$ cat src/rtl/mini_core_pkg.sv
`default_nettype none
// +--------------------------------------------------------------------+
// | mini_core_pkg : shared data_mem geometry and sequencer state type   |
// | Revision      : 1.0                                                 |
// +--------------------------------------------------------------------+
package mini_core_pkg;

  localparam int MEM_ADDR_W = 6;
  localparam int MEM_DATA_W = 8;
  localparam int MEM_DEPTH  = 1 << MEM_ADDR_W;

  typedef enum logic [2:0] {
    IDLE = 3'd0,
    INIT = 3'd1,
    RD   = 3'd2,
    CAP  = 3'd3,
    RESP = 3'd4,
    WR   = 3'd5
  } state_t;

endpackage
`default_nettype wire

$ cat src/rtl/data_mem_ctrl.sv
`default_nettype none
// +--------------------------------------------------------------------+
// | data_mem_ctrl : load/store sequencer and zero-fill sweep for data_mem|
// | Revision      : 1.0                                                 |
// +--------------------------------------------------------------------+
module data_mem_ctrl
  import mini_core_pkg::*;
#(
  parameter int ADDR_W    = MEM_ADDR_W,
  parameter int DATA_W    = MEM_DATA_W,
  parameter int DEPTH     = MEM_DEPTH,
  parameter int AUTO_INIT = 1
) (
  input  logic              clk,
  input  logic              rst,
  input  logic              req_valid,
  output logic              req_ready,
  input  logic              req_store,
  input  logic [ADDR_W-1:0] req_addr1,
  input  logic [ADDR_W-1:0] req_addr2,
  input  logic [DATA_W-1:0] req_wdata,
  output logic              resp_valid,
  input  logic              resp_ready,
  output logic [DATA_W-1:0] resp_data1,
  output logic [DATA_W-1:0] resp_data2,
  input  logic              init_start,
  output logic              init_busy,
  output logic              init_done,
  output logic              mem_enable,
  output logic              mem_read_writenot,
  output logic [ADDR_W-1:0] mem_raddr1,
  output logic [ADDR_W-1:0] mem_raddr2,
  output logic [ADDR_W-1:0] mem_waddr,
  output logic [DATA_W-1:0] mem_wdata,
  input  logic [DATA_W-1:0] mem_rdata1,
  input  logic [DATA_W-1:0] mem_rdata2
);

  localparam logic [ADDR_W-1:0] c_LAST = ADDR_W'(DEPTH - 1);

  state_t            r_state;
  logic [ADDR_W-1:0] r_cnt;
  logic              r_init_pending;
  logic              r_resp_valid;
  logic [DATA_W-1:0] r_resp_data1;
  logic [DATA_W-1:0] r_resp_data2;
  logic              r_init_busy;
  logic              r_init_done;
  logic              r_mem_enable;
  logic              r_mem_rwn;
  logic [ADDR_W-1:0] r_mem_raddr1;
  logic [ADDR_W-1:0] r_mem_raddr2;
  logic [ADDR_W-1:0] r_mem_waddr;
  logic [DATA_W-1:0] r_mem_wdata;
  logic              w_req_ready;

  // Gated by rst so no request can slip in while reset is held.
  assign w_req_ready = rst && (r_state == IDLE) && !r_init_pending && !init_start;

  always_ff @(posedge clk or negedge rst) begin
    if (!rst) begin
      r_state        <= IDLE;
      r_cnt          <= '0;
      r_init_pending <= (AUTO_INIT != 0);
      r_resp_valid   <= 1'b0;
      r_resp_data1   <= '0;
      r_resp_data2   <= '0;
      r_init_busy    <= 1'b0;
      r_init_done    <= 1'b0;
      r_mem_enable   <= 1'b0;
      r_mem_rwn      <= 1'b1;
      r_mem_raddr1   <= '0;
      r_mem_raddr2   <= '0;
      r_mem_waddr    <= '0;
      r_mem_wdata    <= '0;
    end else begin
      r_init_done <= 1'b0;
      case (r_state)
        IDLE: begin
          if (r_init_pending || init_start) begin
            r_state        <= INIT;
            r_cnt          <= '0;
            r_init_pending <= 1'b0;
            r_init_busy    <= 1'b1;
            r_mem_enable   <= 1'b1;
            r_mem_rwn      <= 1'b0;
            r_mem_waddr    <= '0;
            r_mem_wdata    <= '0;
          end else if (req_valid) begin
            r_mem_enable <= 1'b1;
            if (req_store) begin
              r_state     <= WR;
              r_mem_rwn   <= 1'b0;
              r_mem_waddr <= req_addr1;
              r_mem_wdata <= req_wdata;
            end else begin
              r_state      <= RD;
              r_mem_rwn    <= 1'b1;
              r_mem_raddr1 <= req_addr1;
              r_mem_raddr2 <= req_addr2;
            end
          end
        end
        INIT: begin
          if (r_cnt == c_LAST) begin
            r_state      <= IDLE;
            r_init_busy  <= 1'b0;
            r_init_done  <= 1'b1;
            r_mem_enable <= 1'b0;
            r_mem_rwn    <= 1'b1;
          end else begin
            r_cnt       <= r_cnt + 1'b1;
            r_mem_waddr <= r_cnt + 1'b1;
          end
        end
        WR: begin
          r_state      <= IDLE;
          r_mem_enable <= 1'b0;
          r_mem_rwn    <= 1'b1;
        end
        RD: begin
          r_state      <= CAP;
          r_mem_enable <= 1'b0;
        end
        // Read data from data_mem is valid in this cycle.
        CAP: begin
          r_state      <= RESP;
          r_resp_data1 <= mem_rdata1;
          r_resp_data2 <= mem_rdata2;
          r_resp_valid <= 1'b1;
        end
        RESP: begin
          if (resp_ready) begin
            r_state      <= IDLE;
            r_resp_valid <= 1'b0;
          end
        end
        default: r_state <= IDLE;
      endcase
    end
  end

  assign req_ready         = w_req_ready;
  assign resp_valid        = r_resp_valid;
  assign resp_data1        = r_resp_data1;
  assign resp_data2        = r_resp_data2;
  assign init_busy         = r_init_busy;
  assign init_done         = r_init_done;
  assign mem_enable        = r_mem_enable;
  assign mem_read_writenot = r_mem_rwn;
  assign mem_raddr1        = r_mem_raddr1;
  assign mem_raddr2        = r_mem_raddr2;
  assign mem_waddr         = r_mem_waddr;
  assign mem_wdata         = r_mem_wdata;

endmodule
`default_nettype wire
$ cat config.mk
export PLATFORM = sky130hd
export DESIGN_NAME = data_mem_ctrl
export DESIGN_NICKNAME = d
export VERILOG_FILES = /design/src/rtl/mini_core_pkg.sv /design/src/rtl/data_mem_ctrl.sv
export SDC_FILE = /design/constraint.sdc
export NUM_CORES = 1
export LEC_CHECK = 0
export ABC_CLOCK_PERIOD_IN_PS = 2200
export CAP_MARGIN = 20
export CORE_MARGIN = 4
export CORE_UTILIZATION = 41
export DETAILED_ROUTE_END_ITERATION = 6
export HOLD_SLACK_MARGIN = 0.02
export PLACE_DENSITY = 0.79
export RECOVER_POWER = 50
export SLEW_MARGIN = 30
export SYNTH_ARGS = -nofsm -noshare
export SYNTH_HDL_FRONTEND = slang
export SYNTH_SLANG_ARGS = --single-unit
export TNS_END_PERCENT = 30
$ cat constraint.sdc
create_clock -name clk -period 2.2 [get_ports clk]
set_input_delay 0.44 -clock clk [delete_from_list [all_inputs] [get_ports clk]]
set_output_delay 0.44 -clock clk [all_outputs]
set_load 0.03 [all_outputs]
==> impl_metrics.tcl <==
set metrics [dict create \
    grt_overflow_total 0 \
    busiest_layer "met2" \
    final_cells 390 \
    synth_edf_count 0 \
    yosysUniqueCellTypes 36 \
    grt_setup_unrepaired "no" \
    vdd_ir_drop_max_v 0.0007761 \
    htreeDepth 3 \
    drt_iter0_markers 123 \
    seqCellArea_sq_mm 0.001429 \
    path_delay_family "flip-flops" \
    final_hold_viol_count 0 \
    post-route-period-util_pct 94.63 \
    viasPerCell 5.141 \
    p_switching_uw 2106 \
    skew_ns 0.003471 \
    gp_congestion 0.7939 \
    worstSetupPathType "reg -> out" \
    critPathBufInv 2 \
    cp_max_fo 11 \
    p_int_uw 3204 \
    syn_nets 255 \
    rows 28 \
    synth-seq-cells 57 \
    worst_slew_pin_slew_ns 1.416 \
    syn_area_sq_mm 0.002481 \
    seq_power_share_pct 33.3 \
    crit_chain "nor3_1 -> clkbuf_1 -> and3_1 -> buf_4" \
    cp-end-kind "output pin" \
    grt_max_degree 58 \
    grt_pass1_vias 2093 \
    root_buffer "clkbuf_8" \
    first_pass_iters 4 \
    grt_pass1_wl_microns 9680 \
    wl_microns 5885 \
    drive_gt1_share_pct 20.95 \
    cts_tree "built" \
    critPathRequiredTime_ns 1.76 \
    cts_setup_buffers 0 \
    core_sq_mm 0.005886 \
    ant_nets 0 \
    cp-start-kind "register" \
    leakagePower_uw 0.001555 \
    io_pins 90 \
    setup-tns-final_ns 0 \
    die_x_microns 85.79 \
    antennaDiodeCount 0 \
    worst_slack_ns 0.1181 \
    switching_share_pct 39.66 \
    area_delta_synth_final_pct 47.10 \
    ys_seq_area_share_pct 57.59 \
    synthFlopType "dfrtp_1" \
    clk_pin_slew_ns 0.06 \
    final_nets 353 \
    syn_avg_cell_area_sq_um 11.70 \
    dp_hpwl_microns 4330 \
    period_needed_ns 2.082 \
    port_buffers 89 \
    synthArstFlopShare_pct 100.0 \
    whs_ns 0.5017 \
    clock_path_buffers 2 \
    slew_headroom_pct 5.631 \
    dpl_cell_area_sq_mm 0.003466 \
    cts_buffers 9 \
    cts.sinks 57 \
    multi_input_area_sq_um 964.7 \
    grt_use_met1_pct 19.64 \
    power_frac_comb_pct 48.8 \
    synth_cells 212 \
    ys_warn_count 0 \
    setup_viol 0 \
    status "finished, final reports clean" \
    track_usage_pct 17.04 \
    p_per_area_mw_per_mm2 1455 \
    fillCellCount 485 \
    holdBufCountCts 0 \
    clock_latency_ns 0.32 \
    dp_slack_ns -0.05879 \
    antenna_found_initial 0 \
    slowest_stage "dfrtp_1" \
    fmax_mhz 480.3 \
    wl_per_cell_microns 15.09 \
    stdcell_area_sq_mm 0.003650 \
    dpl.cell_count 374 \
    cpPeakStageDelay_ns 0.50 \
    worstHoldPathType "reg -> reg" \
    fp.dieArea_sq_mm 0.007360 \
    p_clk_share_pct 17.9 \
    cts_resized 0 \
    die-height_microns 85.79 \
    met3_usage_pct 7.012 \
    maxSlewViolCount 0 \
    vias 2005 \
    gr-usage-met2_pct 28.39 \
    cp.arrival_ns 1.64 \
    drv_cap 0 \
    drc 0 \
    initial_core_util_pct 42.16 \
]
-- routing by layer --
metal	part of all wire, %	vias up
li1	-	942
met1	41	997
met2	50	60
met3	8.1	6
met4	1.1	0
met5	0	-
-- cells in the final DEF, fill, tap and decap left out, types with 2 or more instances in the layout --
cell	count
a21oi_1	6
a31o_2	2
a31oi_1	2
and3_1	3
buf_4	4
clkbuf_1	3
clkbuf_2	2
clkbuf_8	10
clkdlybuf4s50_1	86
clkinv_2	4
dfrtp_1	55
dfstp_2	2
inv_1	12
mux2_2	35
nand2_1	12
nand3_1	19
nor2_1	10
nor3b_1	3
o211ai_1	2
o21ai_0	15
o21ai_1	3
o31ai_1	2
or3_1	2
xnor2_1	2
-- registers in the layout (all words and copies together) (netlist names), 3 cells and up --
signal / flops
r_state: 3
r_cnt: 6
mem_raddr2: 6
mem_wdata: 8
resp_data2: 8
mem_raddr1: 6
mem_waddr: 6
resp_data1: 8
-- worst paths after layout --
check | end | from | slack (ns) | depth (start not counted)
setup / recovery | req_ready | r_state[1]$_DFFE_PN0P_ | 0.12 | 4
max in group asynchronous | resp_data1[1]$_DFFE_PN0P_ | rst | 0.74 | 2
hold reg to reg | resp_data1[3]$_DFFE_PN0P_ | resp_data1[3]$_DFFE_PN0P_ | 0.50 | 1
hold / removal | resp_data1[3]$_DFFE_PN0P_ | resp_data1[3]$_DFFE_PN0P_ | 0.50 | 1
setup reg to reg | mem_waddr[1]$_DFFE_PN0P_ | r_cnt[0]$_DFFE_PN0P_ | 0.17 | 5
min in group asynchronous | r_cnt[4]$_DFFE_PN0P_ | rst | 0.61 | 2
-- power by group through the flow --
stage / Combinational (uW) / Sequential, uW / Clock (uW)
2_1_floorplan: 824 / 2490 / 0
3_3_place_gp: 2590 / 1760 / 0
3_5_place_dp: 2640 / 1790 / 0
4_1_cts: 2640 / 1770 / 979
5_1_grt: 2760 / 1830 / 1040
6_report: 2590 / 1770 / 952
-- cell usage after synthesis, types with 2 or more instances --
cell type  count  share of area, %
or3_1          2              0.50
o21ai_0       15               3.0
dfstp_2        2               2.1
o21ai_1        3              0.60
and3_1         3              0.76
clkbuf_1       5              0.76
buf_2          3              0.60
nor3b_1        3              0.91
nand3_1       19               3.8
a31oi_1        2              0.50
inv_1         12               1.8
nor2_1        10               1.5
xnor2_1        2              0.71
o211ai_1       2              0.60
o31ai_1        2              0.60
dfrtp_1       55                55
nand2_1       12               1.8
mux2_2        35                16
a31o_2         2              0.71
nor2b_1        2              0.50
a21oi_1        6               1.2
-- logic make-up after synthesis --
family	Yosys count	synth area share (%)
AND/OR/NAND/NOR	55	11.19
buffers and inverters	21	3.631
adder cells (fa/ha/maj)	1	0.5042
XOR/XNOR	3	1.059
AO/OA/AOI/OAI	39	9.733
multiplexers	36	16.29
flip-flops	57	57.59
-- layout make-up --
cell class / count / area share (%)
inverters: 12 / 1.234
clock inverters: 6 / 1.577
flip-flops and latches: 57 / 39.15
multi-input cells: 134 / 26.43
well taps: 75 / 2.571
clock buffers: 10 / 3.771
repair buffers: 96 / 25.27
-- per-stage QoR --
step	util, %	power (uW)
finish	62.01	5310
floorplan	-	3310
global placement	58.89	4350
detailed placement	58.89	4421
global route	62.01	5634
CTS	62.20	5392
No activity file was read; power rests on OpenSTA's default activity.
